[src/rtl/acorn128_ad_encrypt_finalize_if.sv]
// ACORN-128 post-init datapath bus: start handshake, block inputs and results.
interface acorn128_ad_encrypt_finalize_if;
    logic         start_in;
    logic [292:0] state_in;
    logic [127:0] ad_in;
    logic [127:0] plaintext_in;
    logic [127:0] ciphertext_out;
    logic [127:0] tag_out;
    logic [292:0] state_out;
    logic         busy_out;
    logic         ready_out;

    modport master (
        output start_in, state_in, ad_in, plaintext_in,
        input  ciphertext_out, tag_out, state_out, busy_out, ready_out
    );

    modport slave (
        input  start_in, state_in, ad_in, plaintext_in,
        output ciphertext_out, tag_out, state_out, busy_out, ready_out
    );
endinterface

[src/rtl/acorn128_ad_encrypt_finalize.sv]
// ACORN-128 v3 AD absorption, single-block encryption and tag generation,
// one state-update step per clock.
module acorn128_ad_encrypt_finalize (
    input  logic clk,
    input  logic rst,
    acorn128_ad_encrypt_finalize_if.slave bus
);
    typedef enum logic [2:0] {IDLE, AD, ENC, FIN, DONE} state_e;

    state_e       st_q, st_d;
    logic [9:0]   cnt_q, cnt_d;
    logic [292:0] s_q, s_d;
    logic [127:0] ad_q, ad_d;
    logic [127:0] pt_q, pt_d;
    logic [127:0] ct_q, ct_d;
    logic [127:0] tag_q, tag_d;

    logic         m, ca, cb, ks, f;
    logic [292:0] t;
    logic         run;

    function automatic logic maj(input logic x, input logic y, input logic z);
        return (x & y) ^ (x & z) ^ (y & z);
    endfunction

    function automatic logic ch(input logic x, input logic y, input logic z);
        return (x & y) ^ (~x & z);
    endfunction

    always_ff @(posedge clk) begin
        if (rst) begin
            st_q  <= IDLE;
            cnt_q <= '0;
            s_q   <= '0;
            ad_q  <= '0;
            pt_q  <= '0;
            ct_q  <= '0;
            tag_q <= '0;
        end else begin
            st_q  <= st_d;
            cnt_q <= cnt_d;
            s_q   <= s_d;
            ad_q  <= ad_d;
            pt_q  <= pt_d;
            ct_q  <= ct_d;
            tag_q <= tag_d;
        end
    end

    always_comb begin
        st_d = st_q;
        unique case (st_q)
            IDLE, DONE: if (bus.start_in) st_d = AD;
            AD:         if (cnt_q == 10'd383) st_d = ENC;
            ENC:        if (cnt_q == 10'd383) st_d = FIN;
            FIN:        if (cnt_q == 10'd767) st_d = DONE;
            default:    st_d = IDLE;
        endcase
    end

    // Message/control bits; AD and ENC share the same padding tail.
    always_comb begin
        m  = 1'b0;
        ca = 1'b1;
        cb = 1'b1;
        unique case (1'b1)
            (st_q == AD) || (st_q == ENC): begin
                if (cnt_q < 10'd128)
                    m = (st_q == AD) ? ad_q[cnt_q[6:0]] : pt_q[cnt_q[6:0]];
                else
                    m = (cnt_q == 10'd128);
                ca = (cnt_q < 10'd256);
                cb = (st_q == AD);
            end
            default: ;
        endcase
    end

    always_comb begin
        t = s_q;
        t[289] = t[289] ^ t[235] ^ t[230];
        t[230] = t[230] ^ t[196] ^ t[193];
        t[193] = t[193] ^ t[160] ^ t[154];
        t[154] = t[154] ^ t[111] ^ t[107];
        t[107] = t[107] ^ t[66]  ^ t[61];
        t[61]  = t[61]  ^ t[23]  ^ t[0];
        ks = t[12] ^ t[154] ^ maj(t[235], t[61], t[193])
           ^ ch(t[230], t[111], t[66]);
        f  = t[0] ^ ~t[107] ^ maj(t[244], t[23], t[160])
           ^ (ca & t[196]) ^ (cb & ks) ^ m;
    end

    assign run = (st_q == AD) || (st_q == ENC) || (st_q == FIN);

    always_comb begin
        cnt_d = cnt_q;
        s_d   = s_q;
        ad_d  = ad_q;
        pt_d  = pt_q;
        ct_d  = ct_q;
        tag_d = tag_q;
        if (run) begin
            s_d   = {f, t[292:1]};
            cnt_d = (st_d != st_q) ? 10'd0 : cnt_q + 10'd1;
            if (st_q == ENC && cnt_q < 10'd128)
                ct_d[cnt_q[6:0]] = pt_q[cnt_q[6:0]] ^ ks;
            // 640 is a multiple of 128, so the low bits index the tag
            if (st_q == FIN && cnt_q >= 10'd640)
                tag_d[cnt_q[6:0]] = ks;
        end else if (bus.start_in) begin
            cnt_d = '0;
            s_d   = bus.state_in;
            ad_d  = bus.ad_in;
            pt_d  = bus.plaintext_in;
        end
    end

    always_comb begin
        bus.busy_out       = run;
        bus.ready_out      = (st_q == DONE);
        bus.ciphertext_out = ct_q;
        bus.tag_out        = tag_q;
        bus.state_out      = s_q;
    end
endmodule

[src/flat_wrapper.sv]
// flat-port wrapper written by rule: the top's interface ports become plain ports
module acorn128_ad_encrypt_finalize_flat 
  (clk, rst, bus_start_in, bus_state_in, bus_ad_in, bus_plaintext_in, bus_ciphertext_out, bus_tag_out, bus_state_out, bus_busy_out, bus_ready_out);
  acorn128_ad_encrypt_finalize_if bus_i ();
  input  logic clk;
  input  logic rst;
  input wire logic [$bits(bus_i.start_in)-1:0] bus_start_in;
  input wire logic [$bits(bus_i.state_in)-1:0] bus_state_in;
  input wire logic [$bits(bus_i.ad_in)-1:0] bus_ad_in;
  input wire logic [$bits(bus_i.plaintext_in)-1:0] bus_plaintext_in;
  output wire logic [$bits(bus_i.ciphertext_out)-1:0] bus_ciphertext_out;
  output wire logic [$bits(bus_i.tag_out)-1:0] bus_tag_out;
  output wire logic [$bits(bus_i.state_out)-1:0] bus_state_out;
  output wire logic [$bits(bus_i.busy_out)-1:0] bus_busy_out;
  output wire logic [$bits(bus_i.ready_out)-1:0] bus_ready_out;
  assign bus_i.start_in = bus_start_in;
  assign bus_i.state_in = bus_state_in;
  assign bus_i.ad_in = bus_ad_in;
  assign bus_i.plaintext_in = bus_plaintext_in;
  assign bus_ciphertext_out = bus_i.ciphertext_out;
  assign bus_tag_out = bus_i.tag_out;
  assign bus_state_out = bus_i.state_out;
  assign bus_busy_out = bus_i.busy_out;
  assign bus_ready_out = bus_i.ready_out;
  acorn128_ad_encrypt_finalize u_core (.clk(clk), .rst(rst), .bus(bus_i));
endmodule
[config.mk]
export PLATFORM = sky130hd
export DESIGN_NAME = acorn128_ad_encrypt_finalize_flat
export DESIGN_NICKNAME = d
export VERILOG_FILES = /design/src/rtl/acorn128_ad_encrypt_finalize_if.sv /design/src/rtl/acorn128_ad_encrypt_finalize.sv /design/src/flat_wrapper.sv
export SDC_FILE = /design/constraint.sdc
export NUM_CORES = 2
export LEC_CHECK = 0
export CAP_MARGIN = 30
export CORE_AREA = 2 2 431 433
export DETAILED_ROUTE_END_ITERATION = 10
export DIE_AREA = 0 0 433 435
export HOLD_SLACK_MARGIN = 0.12
export PLACE_DENSITY = 0.47
export SYNTH_ARGS = -nofsm -noshare
export SYNTH_HDL_FRONTEND = slang
export SYNTH_SLANG_ARGS = --single-unit
[constraint.sdc]
create_clock -name clk -period 4.91 [get_ports clk]
set_clock_uncertainty 0.15 [all_clocks]
set_input_delay 0.982 -clock clk [delete_from_list [all_inputs] [get_ports clk]]
set_output_delay 0.982 -clock clk [all_outputs]
set_load 0.01 [all_outputs]
==> flow_summary_export.csv <==
group,metric,value,unit
status,status,"finished clean",
critical_path,crit_required,3.78,ns
yosys,synth.cell_area,0.0339,sq mm
yosys,yosysTopAreaCell,"dfxtp_1",
yosys,avgSynthCellArea,8.93,sq um
sta,min_period,4.10,ns
drt,drtIter0Drc,2559,
die,die_h,435,microns
die,fp.dieW,433,microns
yosys,syn_inst,3795,
final_layout,layout.area.seq,0.0164,sq mm
global_routing,grt_pass1_vias,31400,
die,initial_utilization,0.184,
critical_path,cp_max_fo,11,
final_layout,nets,5258,
cts,cts_tree,"yes",
sta,final.period_utilization,0.835,
sta,finalSetupTns,0,ns
drt,wire_per_inst,26.8,microns
yosys,ys_seq_area_frac,0.483,
cts,cts_sinks,818,
yosys,synth_top_cells_by_area,"dfxtp_1 48%, mux2i_1 10%, a211oi_1 9.3%, a21oi_1 7.9%, nand2_1 6.1%",
sta,finalMaxSlewViolations,0,
yosys,yosys_register_bits,818,
power,power_density,365,mW/mm^2
yosys,syn-num-nets,4348,
final_layout,multi_input_area,0.0161,sq mm
drt,num_vias,33300,
global_routing,grt_use_met3,0.0455,
sta,rsz0062_at_grt,"no",
power,p_leak,17.9,nW
global_routing,use_met2,0.331,
placed_design,place_inst,7081,
power,peakVddDrop,0.328,mV
global_routing,grt_busiest_layer,"met2",
job,drv_cap,0,
cts,ctsHoldBuffers,0,
cts,htreeDepth,3,
drt,vias_per_cell,4.56,
global_routing,grt_usage,0.199,
critical_path,worstSetupEndpointType,"output port",
power,p_int,0.0131,W
placed_design,dpl.hpwl,151,mm
yosys,synth_edf_count,0,
cts,path_clk_slew,0.06,ns
drt,drt_wl_total,196,mm
global_routing,grtUsageMet1,0.243,
yosys,ys_types,55,
die,fp-row-count,158,
final_layout,fin_cells,7294,
global_routing,antenna_found_initial,73,
drt,final_antenna_net_count,0,
sta,timing.fmax,0.244,GHz
power,clock_power_share,0.426,
placed_design,io_buffer_count,1102,
power,power_frac_seq,0.399,
sta,finalHoldViolCount,0,
power,p_comb_frac,0.175,
global_routing,overflow,0,
die,io_pins,1103,
worst_hold_path,hold_path_class,"reg2reg",
sta,hold_ws,0.302,ns
cts,cts_resized,0,
yosys,synth-main-ff-cell,"dfxtp_1",
drt,drc,0,
cts,post_cts_buffers,0,
final_layout,n_fill_cell,19700,
die,dieArea,0.188,sq mm
die,core-area,0.184,sq mm
cts,cts_root_buf,"clkbuf_16",
placed_design,finalWeightedCongestion,0.976,
yosys,synth-warning-count,0,
global_routing,grt_pass1_wl,265,mm
cts,clk_latency,0.76,ns
critical_path,start_kind,"register",
critical_path,crit_arrival,2.97,ns
final_layout,layout-drive-gt1-share,0.0694,
power,power.total,0.0187,W
final_layout,final_core_util,0.278,
final_layout,area_growth,50.8,%
yosys,synth_top_area_frac,0.483,
power,p_sw_frac,0.296,
sta,slew-limit-headroom,0.313,
global_routing,grt_max_degree,197,
power,power_switching,0.00551,W
cts,numCtsBuffers,102,
sta,max_slew.worst_pin.slew,1.03,ns
yosys,async_reset_ff_frac,0,
drt,firstDrtPassIters,5,
critical_path,crit_type,"reg2out",
sta,setup_viol,0,
cts,clk_path_buf_depth,3,
[cells in the mapped netlist, types with 4 or more instances]
master	n
xor2_1	4
a22oi_1	24
buf_2	12
dfxtp_1	818
and2_1	4
a211oi_1	420
mux2i_1	352
a31oi_1	9
a21oi_1	535
nor2_1	352
buf_4	18
nor2b_1	13
buf_1	14
or3_1	5
nand2_1	552
nand3_1	10
nand2b_1	16
o2bb2ai_1	5
nor4_1	4
a221o_1	5
o221ai_1	5
inv_1	9
xnor2_1	18
a221oi_1	11
clkbuf_1	342
a311oi_1	129
a22o_1	6
nor3_1	25
mux2_2	8
o21ai_0	13
mux4_2	21
[power by group through the flow]
stage	sequential (W)	combinational, W	clock [W]
after floorplan	0.00751	0.00145	0
after global placement	0.00758	0.00326	0
after detailed placement	0.00757	0.00328	0
after CTS	0.00743	0.00329	0.00818
after global routing	0.00748	0.00349	0.00838
final	0.00744	0.00327	0.00794
[worst max-delay path, stage by stage (launching register included)]
cell and delay, ns:
dfxtp_1 0.53, nor2_1 0.12, or2_4 0.28, inv_1 0.59, clkdlybuf4s50_1 0.68
[cell usage in the layout (no fill, tap or decap), drive strengths merged, types with 13 or more instances in the layout]
master         instances
mux2i                352
o21ai                 14
nor2                 353
mux4                  21
clkinv                19
nor3                  25
clkdlybuf4s50       1100
a211oi               420
clkbuf               154
a22oi                 24
diode                 27
inv                   15
a311oi               129
buf                   95
nand2                552
xnor2                 18
nand2b                16
a21oi                535
nor2b                 13
dfxtp                818
[area by class of cell]
| class | instances | share of cell area |
|---|---|---|
| clock inverters | 32 | 0.00771 |
| clock buffers | 154 | 0.0605 |
| multi-input cells | 2578 | 0.314 |
| well taps | 2480 | 0.0607 |
| repair buffers | 1195 | 0.234 |
| inverters | 10 | 0.000734 |
| flip-flops and latches | 818 | 0.321 |
| diodes | 27 | 0.00132 |
[layer usage]
layer,up-vias,part of all wire
li1,15600,-
met1,16100,0.41
met2,1204,0.48
met3,335,0.069
met4,20,0.043
met5,-,0.00058
[state kept, by name, indices dropped and copies added (netlist names)]
signal / flops
u_core.cnt_q: 10
u_core.bus.tag_out: 128
u_core.bus.state_out: 293
u_core.ad_q: 128
u_core.st_q: 3
u_core.pt_q: 128
u_core.bus.ciphertext_out: 128
[through the flow]
stage,worst slack (ns),cell area (sq um)
4_1_cts,0.612,51000
2_1_floorplan,1.91,33900
3_5_place_dp,0.642,47600
6_report,0.811,51100
3_3_place_gp,0.676,47500
5_1_grt,0.538,51100
[path summary, 6_finish.rpt]
path | end | slack (ns) | from | depth (start not counted)
setup reg to reg | u_core.bus.ciphertext_out[106] | 0.83 | u_core.cnt_q[1] | 11
hold / removal | u_core.pt_q[41] | 0.30 | u_core.pt_q[41] | 2
setup / recovery | bus_busy_out | 0.81 | u_core.st_q[1] | 4
hold reg to reg | u_core.pt_q[41] | 0.30 | u_core.pt_q[41] | 2
[logic make-up (layout without fill, tap and decap cells)]
| group | count (synthesis) | count (layout) | share of synthesized area |
|---|---|---|---|
| adders and majority gates | 3 | 3 | 0.000960 |
| other | 0 | 27 | 0 |
| and+or+nand+nor | 994 | 994 | 0.116 |
| buffers and inverters | 399 | 1391 | 0.0474 |
| AOI/OAI and AO/OA | 1178 | 1178 | 0.227 |
| muxes | 381 | 381 | 0.121 |
| xor gates and xnor gates | 22 | 22 | 0.00568 |
| DFF | 818 | 818 | 0.483 |
(Power assumes the default switching activity.)
